File: src/rtl/div_if.sv
// Handshake bundle for the sequential divider.
//
// Handshake: the master raises start together with sign/a/b. The slave
// accepts them at the first rising clk edge where start=1 and busy=0.
// Inputs are sampled only at that edge. After acceptance busy stays high
// until the result is loaded. Lo/Hi/div_zero update in the same cycle
// that done pulses high for exactly one clock. The slave ignores start
// whenever busy=1, and that includes the final (FINISH) cycle.
interface div_if #(
  parameter int WIDTH = 32
);
  logic             start;
  logic             sign;
  logic [WIDTH-1:0] a;
  logic [WIDTH-1:0] b;
  logic [WIDTH-1:0] Lo;
  logic [WIDTH-1:0] Hi;
  logic             busy;
  logic             done;
  logic             div_zero;

  modport master (
    output start, sign, a, b,
    input  Lo, Hi, busy, done, div_zero
  );

  modport slave (
    input  start, sign, a, b,
    output Lo, Hi, busy, done, div_zero
  );
endinterface

File: src/rtl/div_seq.sv
// Sequential restoring divider, signed or unsigned.
// It computes one quotient bit per clock, MSB first, and works on operand
// magnitudes. The sign is fixed up once, in the FINISH cycle.
// Division by zero bypasses the iteration: it returns Lo=all ones and
// Hi=dividend, and sets div_zero.
module div_seq #(
  parameter int WIDTH = 32
) (
  input  logic       clk,
  input  logic       reset,
  div_if.slave       bus,
  output logic [1:0] dbg_state
);

  localparam logic [1:0] S_IDLE   = 2'd0;
  localparam logic [1:0] S_CALC   = 2'd1;
  localparam logic [1:0] S_FINISH = 2'd2;

  localparam int CW = (WIDTH > 1) ? $clog2(WIDTH) : 1;
  localparam logic [CW-1:0] LAST = CW'(WIDTH - 1);

  logic [1:0]       state;
  logic [CW-1:0]    cnt;
  // quo starts as the dividend magnitude. Its MSB is shifted into the
  // partial remainder each step, and the new quotient bit enters at its LSB.
  logic [WIDTH-1:0] quo;
  logic [WIDTH-1:0] rem;
  logic [WIDTH-1:0] dvs;
  logic [WIDTH-1:0] a_raw;
  logic             q_neg;
  logic             r_neg;
  logic             dz;

  logic [WIDTH-1:0] a_mag;
  logic [WIDTH-1:0] b_mag;
  logic [WIDTH:0]   rem_sh;
  logic [WIDTH:0]   diff;
  logic [WIDTH-1:0] rem_nxt;
  logic [WIDTH-1:0] quo_nxt;

  assign dbg_state = state;
  assign bus.busy  = (state != S_IDLE);

  // Operand magnitudes at acceptance. The most-negative value maps to
  // 2^(WIDTH-1), which the unsigned datapath handles correctly.
  always_comb begin
    a_mag = bus.a;
    b_mag = bus.b;
    if (bus.sign && bus.a[WIDTH-1]) a_mag = -bus.a;
    if (bus.sign && bus.b[WIDTH-1]) b_mag = -bus.b;
  end

  // One restoring step. The remainder is widened by one bit so that the
  // borrow shows up in the top bit of the difference.
  always_comb begin
    rem_sh  = {rem, quo[WIDTH-1]};
    diff    = rem_sh - {1'b0, dvs};
    rem_nxt = rem_sh[WIDTH-1:0];
    if (!diff[WIDTH]) rem_nxt = diff[WIDTH-1:0];
    quo_nxt = {quo[WIDTH-2:0], ~diff[WIDTH]};
  end

  // Control FSM, datapath registers and result registers.
  always_ff @(posedge clk) begin
    if (!reset) begin
      state        <= S_IDLE;
      cnt          <= '0;
      quo          <= '0;
      rem          <= '0;
      dvs          <= '0;
      a_raw        <= '0;
      q_neg        <= 1'b0;
      r_neg        <= 1'b0;
      dz           <= 1'b0;
      bus.Lo       <= '0;
      bus.Hi       <= '0;
      bus.done     <= 1'b0;
      bus.div_zero <= 1'b0;
    end else begin
      bus.done <= 1'b0;
      case (state)
        S_IDLE: begin
          if (bus.start) begin
            quo   <= a_mag;
            rem   <= '0;
            dvs   <= b_mag;
            a_raw <= bus.a;
            q_neg <= bus.sign & (bus.a[WIDTH-1] ^ bus.b[WIDTH-1]);
            r_neg <= bus.sign & bus.a[WIDTH-1];
            dz    <= (bus.b == '0);
            cnt   <= '0;
            state <= (bus.b == '0) ? S_FINISH : S_CALC;
          end
        end
        S_CALC: begin
          rem <= rem_nxt;
          quo <= quo_nxt;
          cnt <= cnt + 1'b1;
          if (cnt == LAST) state <= S_FINISH;
        end
        S_FINISH: begin
          if (dz) begin
            bus.Lo <= '1;
            bus.Hi <= a_raw;
          end else begin
            bus.Lo <= q_neg ? -quo : quo;
            bus.Hi <= r_neg ? -rem : rem;
          end
          bus.div_zero <= dz;
          bus.done     <= 1'b1;
          state        <= S_IDLE;
        end
        default: state <= S_IDLE;
      endcase
    end
  end

endmodule

File: src/flat_wrapper.sv
// flat-port wrapper written by rule: the top's interface ports become plain ports
module div_seq_flat 
#(
  parameter int WIDTH = 32
)
  (clk, reset, dbg_state, bus_start, bus_sign, bus_a, bus_b, bus_Lo, bus_Hi, bus_busy, bus_done, bus_div_zero);
  div_if #(.WIDTH(WIDTH)) bus_i ();
  input  logic clk;
  input  logic reset;
  output logic [1:0] dbg_state;
  input wire logic [$bits(bus_i.start)-1:0] bus_start;
  input wire logic [$bits(bus_i.sign)-1:0] bus_sign;
  input wire logic [$bits(bus_i.a)-1:0] bus_a;
  input wire logic [$bits(bus_i.b)-1:0] bus_b;
  output wire logic [$bits(bus_i.Lo)-1:0] bus_Lo;
  output wire logic [$bits(bus_i.Hi)-1:0] bus_Hi;
  output wire logic [$bits(bus_i.busy)-1:0] bus_busy;
  output wire logic [$bits(bus_i.done)-1:0] bus_done;
  output wire logic [$bits(bus_i.div_zero)-1:0] bus_div_zero;
  assign bus_i.start = bus_start;
  assign bus_i.sign = bus_sign;
  assign bus_i.a = bus_a;
  assign bus_i.b = bus_b;
  assign bus_Lo = bus_i.Lo;
  assign bus_Hi = bus_i.Hi;
  assign bus_busy = bus_i.busy;
  assign bus_done = bus_i.done;
  assign bus_div_zero = bus_i.div_zero;
  div_seq #(.WIDTH(WIDTH)) u_core (.clk(clk), .reset(reset), .bus(bus_i), .dbg_state(dbg_state));
endmodule
File: config.mk
export PLATFORM = sky130hd
export DESIGN_NAME = div_seq_flat
export DESIGN_NICKNAME = d
export VERILOG_FILES = /design/src/rtl/div_if.sv /design/src/rtl/div_seq.sv /design/src/flat_wrapper.sv
export SDC_FILE = /design/constraint.sdc
export NUM_CORES = 1
export LEC_CHECK = 0
export ABC_CLOCK_PERIOD_IN_PS = 3400
export CORE_MARGIN = 2
export CORE_UTILIZATION = 53
export CTS_BUF_LIST = sky130_fd_sc_hd__clkbuf_2 sky130_fd_sc_hd__clkbuf_4 sky130_fd_sc_hd__clkbuf_8
export CTS_CLUSTER_DIAMETER = 80
export DETAILED_ROUTE_END_ITERATION = 7
export PLACE_DENSITY = 0.79
export SLEW_MARGIN = 20
export SYNTH_ARGS = -nofsm -noshare
export SYNTH_HDL_FRONTEND = slang
export SYNTH_SLANG_ARGS = --single-unit
File: constraint.sdc
create_clock -name clk -period 3.4 [get_ports clk]
set_clock_uncertainty 0.2 [all_clocks]
set_input_delay 0.68 -clock clk [delete_from_list [all_inputs] [get_ports clk]]
set_output_delay 0.68 -clock clk [all_outputs]
set_load 0.02 [all_outputs]
==> metrics, run 1 <==
status=finished with violations; failing checks=negative setup slack; drt drc=0; Worst VDD drop=418.4 µV; post-route insts no fill=2,031; Post-CTS Hold Fix Bufs=0; Synth Area in XOR/XNOR=0.1029; CTS tree=yes; fraction of layout instances using a drive strength above 1=0.1243; Tmin final=3.559 ns; Synth Instances=approximately 1,500; Initial DRT Pass Iterations=6; fin crit share=1.047; crit-path max FO=5; Final Slew Violations=0; syn nets=1,639; Tot Pwr=7810 µW; Net count, final=1,829; Leak=0.006238 µW; Worst-Margin Slew=1.044 ns; vias in the first global route=11,140; post-route setup TNS=-0.6059 ns; FILL cells=1,823; wire length per cell=16.84 µm; area grow syn2layout=27.28%; setup ws final=-0.1590 ns; Top FF cell, synth=dfxtp_1; Setup-failing EPs final=5; Synth Area per Inst=7.887 µm²; Die Y-Extent=155.0 µm; largest net degree at the start of global routing=approximately 120; DP Cell Count=1,961; mux contribution to synthesized area=0.02485; post-synthesis compound-gate area fraction=0.2401; # rows=between 50 and 60; Startpoint Class=flop; via count=11,840; Max-slew headroom=0.3031; n_diodes=0; CTS max path bufs=3; core area=22,500 µm²; WS Path Type=flop to flop; area leader, netlist=dfxtp_1; Die X=155.0 µm; top cell type's share of synthesized area=0.3380; hpwl dp=roughly 24 mm; GRT Total Usage=0.2736; grt ovf=0; pwr/cell area=507.8 nW/µm²; number of port buffers=136; vias per inst=approximately 5.8; # clock sinks=204; I/O pin cnt=137; Routed Antenna Nets=0; max_cap viols=0; Placement Setup Slack=-0.1721 ns; Worst EP arrival=about 3.8 ns; CTS buffer count=35; Post-Synth Simple-Gate Area=0.2078; die area=24,020 µm²; top cells by area, synth=dfxtp_1 (34%), nand2_1 (7.2%), xor2_1 (6.7%); Req. time, crit path=3.62 ns; register area share after synthesis=0.3380; global-route wire length before repair=54.54 mm; Synth Area in Adders=0.04101; Min Hold Slack=roughly 0.25 ns; FF+latch count, synth=204; Clk Latency, worst-skew pair=0.55 ns; First DRT Iteration DRCs=roughly 900; combinational family with the most area after synthesis=compound AO/OA/AOI/OAI gates; Initial Util=0.5369; hold crit path type=flop to flop; Synth async-reset ratio=0; Root Buffer=clkbuf_8; RSZ-0062 raised after global routing=yes; Detailed Route WL=between 30 and 40 mm; Fmax=roughly 280 MHz; final hold vios=0; clock slew at reported path FFs=0.06 ns; Critical Path End Type=flop; Syn. warnings=0; distinct cell type count after synthesis=64; initial antenna violation count=0; RePlAce Congestion=0.8836; number of flops mapped to enable cells by yosys=0; Synth Cell Area=about 12,000 µm²; H-tree depth=2
[sequential cells by signal, summed over array words and instances (netlist names)]
name and cells:
u_core.bus.Hi 32, u_core.dvs 32, u_core.r_neg 1, u_core.a_raw 32, u_core.q_neg 1, u_core.quo 32
u_core.cnt 5, u_core.rem 32, u_core.bus.Lo 32, u_core.bus.div_zero 1, u_core.dbg_state 2, u_core.bus.done 1
u_core.dz 1
[cells in the mapped netlist (30+ instances only)]
cell / n
nand3_1: 37
xor2_1: 93
clkbuf_1: 87
nor2_1: 85
a21oi_1: 95
dfxtp_1: 204
inv_1: 49
o21ai_1: 50
ha_1: 38
mux2i_1: 30
xnor2_1: 49
a21boi_0: 52
nor2b_1: 41
nand2_1: 233
o21ai_0: 94
[logic make-up after synthesis]
kind of cell	after synthesis
buffers and inverters	145
DFF	204
and+or+nand+nor	529
xor gates and xnor gates	142
muxes	30
adders and majority gates	39
AOI/OAI and AO/OA	443
[area by class of cell]
cell class                      instances  area [µm²]  share of cell area
Multi-Input combinational cell       1183        7639              0.4967
Clock inverter                          8       130.1            0.008461
Clock buffer                           53       654.4             0.04255
Timing Repair Buffer                  249        2326              0.1512
Inverter                               49       183.9             0.01196
Tap cell                              285       356.6             0.02319
Sequential cell                       204        4089              0.2659
[timing repair]
action,4_1_cts,5_1_grt
pin swaps,10,9
resized for setup,13,18
buffers inserted,3,4
gates cloned,2,1
setup endpoints to repair,32,43
[placed cells by master, fill, tap and decap left out, types with 10 or more instances in the layout]
cell / instances
or3_1: 15
nor3b_1: 10
nand2_1: 232
nor3_1: 25
a21oi_1: 93
nor2b_1: 38
ha_1: 35
xor2_1: 92
xnor2_1: 48
a21o_1: 10
o41ai_1: 11
clkbuf_4: 12
o211ai_1: 11
a222oi_1: 28
nand3_1: 36
o211a_1: 24
buf_4: 104
o21ai_1: 49
inv_1: 48
dfxtp_1: 200
clkdlybuf4s50_1: 135
nor2_1: 85
clkbuf_8: 41
and2_1: 14
o31ai_1: 22
mux2i_1: 30
a21boi_0: 52
o21ai_0: 93
[path summary, 6_finish.rpt]
check,start,endpoint,slack (ns),depth (start not counted)
max,u_core.quo[2],u_core.bus.Lo[29],-0.16,9
min,u_core.bus.Lo[15],u_core.bus.Lo[15],0.25,2
max reg2reg,u_core.quo[2],u_core.bus.Lo[29],-0.16,9
min reg2reg,u_core.bus.Lo[15],u_core.bus.Lo[15],0.25,2
[layer usage]
layer	track usage	routed length [µm]
met5	0	0
met4	0.1085	1161
met3	0.03788	2204
met2	0.4665	15980
met1	0.3507	14850
[power breakdown]
part / total [µW] / switching (µW) / internal (µW)
combinational: 2640 / 1380 / 1260
clock: 2510 / 1040 / 1470
sequential: 2660 / 145 / 2520
[critical path, cell delays in order (launching register included)]
cell and delay, ns:
dfxtp_2 0.32, or4_4 0.54, or3_4 0.35, or3_4 0.34, or3b_4 0.41, or3_4 0.38, or3_4 0.40, o41ai_4 0.23
xor2_1 0.19, a21oi_1 0.08
[per-stage QoR]
stage	utilization	instance area (µm²)
5_1_grt	0.6834	15380
3_5_place_dp	0.6365	14320
6_report	0.6834	15380
4_1_cts	0.6781	15260
2_1_floorplan	-	12130
3_3_place_gp	0.6364	14320
No activity file was read; power rests on OpenSTA's default activity.
==> inputs of run 2 (changes only) <==
--- a/config.mk
+++ b/config.mk
@@ -5,11 +5,10 @@
 export SDC_FILE = /design/constraint.sdc
 export NUM_CORES = 1
 export LEC_CHECK = 0
+export ABC_AREA = 1
 export ABC_CLOCK_PERIOD_IN_PS = 3400
-export CORE_MARGIN = 2
-export CORE_UTILIZATION = 53
+export CORE_UTILIZATION = 54
 export CTS_BUF_LIST = sky130_fd_sc_hd__clkbuf_2 sky130_fd_sc_hd__clkbuf_4 sky130_fd_sc_hd__clkbuf_8
-export CTS_CLUSTER_DIAMETER = 80
 export DETAILED_ROUTE_END_ITERATION = 7
 export PLACE_DENSITY = 0.79
 export SLEW_MARGIN = 20
==> run 2 against run 1 <==
Effect of this change:
- the run ends with design-rule violations left
- final cell count grew 37%
- synthesized area grew 19%
- wire length grew 39%
- fmax grew 26%
- count of clock-buffer cells in the layout shrank 1
- sequential cell count is the same
- die area grew 14%
- combinational power grew to 2.8 times the previous value
- global-route usage grew 7.5 points
- worst setup slack gained 0.73 ns
- sequential share of layout area shrank 2.2 points
- highest routed layer unchanged
==> metrics, run 2 <==
status=finished with violations; failing checks=design-rule violations; pwr/cell area=777.6 nW/µm²; CP max-delay cell=ha_1; largest net degree at the start of global routing=84; Worst-Margin Slew=approximately 0.93 ns; Sw Ratio=0.5004; Final Slew Violations=0; initial antenna violation count=0; Initial DRT Pass Iterations=8; WL met3=about 4.4 mm; number of flops mapped to enable cells by yosys=0; Setup-failing EPs final=0; Clk Latency, worst-skew pair=0.54 ns; syn nets=2,432; Synth Cell Area=14,390 µm²; Detailed Route WL=47.48 mm; WS Path Type=flop to flop; Leak=0.007818 µW; FF+latch count, synth=204; distinct cell type count after synthesis=between 50 and 60; vias per inst=around 5.7; Top FF cell, synth=dfxtp_1; met2 WL post-DR=20.37 mm; Synth async-reset ratio=0; fin crit share=0.8309; vias in the first global route=14,320; Worst VDD drop=572.1 µV; post-route setup TNS=0 ns; P_sw=6519 µW; Synth Area in XOR/XNOR=0.03955; post-synthesis compound-gate area fraction=0.1935; die area=27,310 µm²; area grow syn2layout=16.39%; top sig layer=met4; Die Y-Extent=165.3 µm; Synth Instances=around 2,300; area of the multi-input gates=8608 µm²; RSZ-0062 raised after global routing=no; Post-CTS Hold Fix Bufs=0; worst path bufs/invs=2; Critical Path End Type=flop; top cell type's share of synthesized area=0.2837; clock slew at reported path FFs=0.06 ns; Synth Area in Adders=0.03442; number of port buffers=136; area leader, netlist=dfxtp_1; global-route wire length before repair=between 70 and 80 mm; Post-Synth Simple-Gate Area=0.3288; CP max stage delay=0.40 ns; CTS buffer count=37; Die X=165.3 µm; commonest non-fill, non-tap cell in the layout=nand2_1; share of total power in the clock network=0.184; combinational family with the most area after synthesis=simple AND/OR/NAND/NOR gates; Startpoint Class=flop; GRT Total Usage=0.3488; Metal-1 WL=21.23 mm; Initial Util=0.5508; hpwl dp=36.11 mm; Tmin final=2.825 ns; DP Cell Count=roughly 2,700; H-tree depth=2; grt ovf=0; commonest cells after routing, fill and taps aside=nand2_1 (564), inv_1 (334), a21oi_1 (214), dfxtp_1 (204), nor2_1 (198); Max-slew headroom=0.3801; via count=~16,000; post-route insts no fill=2,788; Post-synth top cells=nand2_1 (565), inv_1 (335), a21oi_1 (214); fraction of layout instances using a drive strength above 1=0.08439; Worst EP arrival=3.03 ns; Net count, final=between 2,000 and 3,000; Root Buffer=clkbuf_8; hold crit path type=flop to flop; max_cap viols=0; First DRT Iteration DRCs=1,687; kind of cell adding the most delay to the critical path=simple AND/OR/NAND/NOR gates; I/O pin cnt=137; Pint=~6500 µW; Synth Area per Inst=6.191 µm²; register share of total power=0.242; RePlAce Congestion=1.035; Tot Pwr=13,030 µW; register area=4084 µm²; Syn. warnings=0; # clock sinks=204; worst-path cell chain=inv_1 > ha_1 > nand2_1 > nand2_1 > inv_1 > nor2_1 > nor2_1 > nand2_1 > a21oi_4 > nand3_4 > nand2_8 > nand2_1 > nand3_1 > a21oi_1; Comb power frac=0.574; CP most frequent cell=nand2_1; Req. time, crit path=3.61 ns; # rows=59; n_diodes=0; mux contribution to synthesized area=0; most common cell in the netlist=nand2_1; drt drc=10; register area share after synthesis=0.2837; core area=around 26,000 µm²; post-cts resize count=0; Post CTS Setup Buffer Count=0; final hold vios=0; Routed Antenna Nets=0; CTS tree=yes; top cells by area, synth=dfxtp_1 (28%), nand2_1 (15%), inv_1 (8.7%); crit-path max FO=27; wire length per cell=17.03 µm; Fmax=354.0 MHz; CTS max path bufs=3; FILL cells=around 2,500
run 2: cell types whose count changed after synthesis, sizes merged, moves of 28 or more:
| cell | change |
|---|---|
| a21boi | -55 |
| a21oi | +144 |
| a222oi | -28 |
| inv | +299 |
| mux2i | -30 |
| nand2 | +372 |
| nand3 | +152 |
| nor2 | +122 |
| nor2b | -41 |
| o21ai | +31 |
| xnor2 | -31 |
| xor2 | -46 |
run 2: cell families (layout without fill, tap and decap cells):
kind of cell             count (synthesis)  after routing
adder cells (fa/ha/maj)                 39             39
XOR/XNOR                                65             65
flip-flops                             204            204
buffers and inverters                  446            574
AND/OR/NAND/NOR                       1081           1081
AO/OA/AOI/OAI                          490            490
run 2: path summary, 6_finish.rpt:
check	startpoint	to	slack (ns)	depth (start not counted)
worst max register to register	u_core.dvs[29]	u_core.rem[28]	0.57	14
worst max-delay path	u_core.dvs[29]	u_core.rem[28]	0.57	14
worst min register to register	u_core.a_raw[17]	u_core.a_raw[17]	0.25	2
worst min-delay path	u_core.a_raw[17]	u_core.a_raw[17]	0.25	2
run 2: stage by stage:
step	setup slack, ns	area, µm²	hold WS (ns)	utilization
4_1_cts	0.5932	16750	0.2520	0.6411
6_report	0.5748	16750	0.2540	0.6411
3_5_place_dp	0.2353	15990	0.2421	0.6120
3_3_place_gp	0.2817	15990	0.2399	0.6120
2_1_floorplan	0.9714	14390	0.2297	-
5_1_grt	0.3524	16750	0.2671	0.6411
run 2: worst reg2reg max path, delay by kind of cell, from the launching register on:
family / cells / cell delay [ns]
AO/OA/AOI/OAI: 2 / 0.33
adder cells (fa/ha/maj): 1 / 0.40
buffers and inverters: 2 / 0.19
flip-flops: 1 / 0.35
AND/OR/NAND/NOR: 9 / 1.24
run 2: area by class of cell:
cell class | instances | area share
multi-input combinational | 1675 | 0.5139
sequential | 204 | 0.2438
timing repair buffer | 161 | 0.09366
inverter | 349 | 0.07835
clock buffer | 52 | 0.03936
tap | 335 | 0.02502
clock inverter | 12 | 0.005975
run 2: power by group through the flow:
stage | sequential (µW) | combinational, µW | clock [µW]
final | 3150 | 7480 | 2400
after global routing | 3180 | 8340 | 2540
after CTS | 3130 | 7350 | 2430
after detailed placement | 3180 | 7310 | 0
after global placement | 3170 | 7210 | 0
after floorplan | 3120 | 5470 | 0
run 2: routing by layer:
| metal | GRT usage | up-vias |
|---|---|---|
| li1 | - | 7758 |
| met1 | 0.4962 | 7222 |
| met2 | 0.5276 | 727 |
| met3 | 0.05769 | 100 |
| met4 | 0.1222 | 0 |
| met5 | 0 | - |
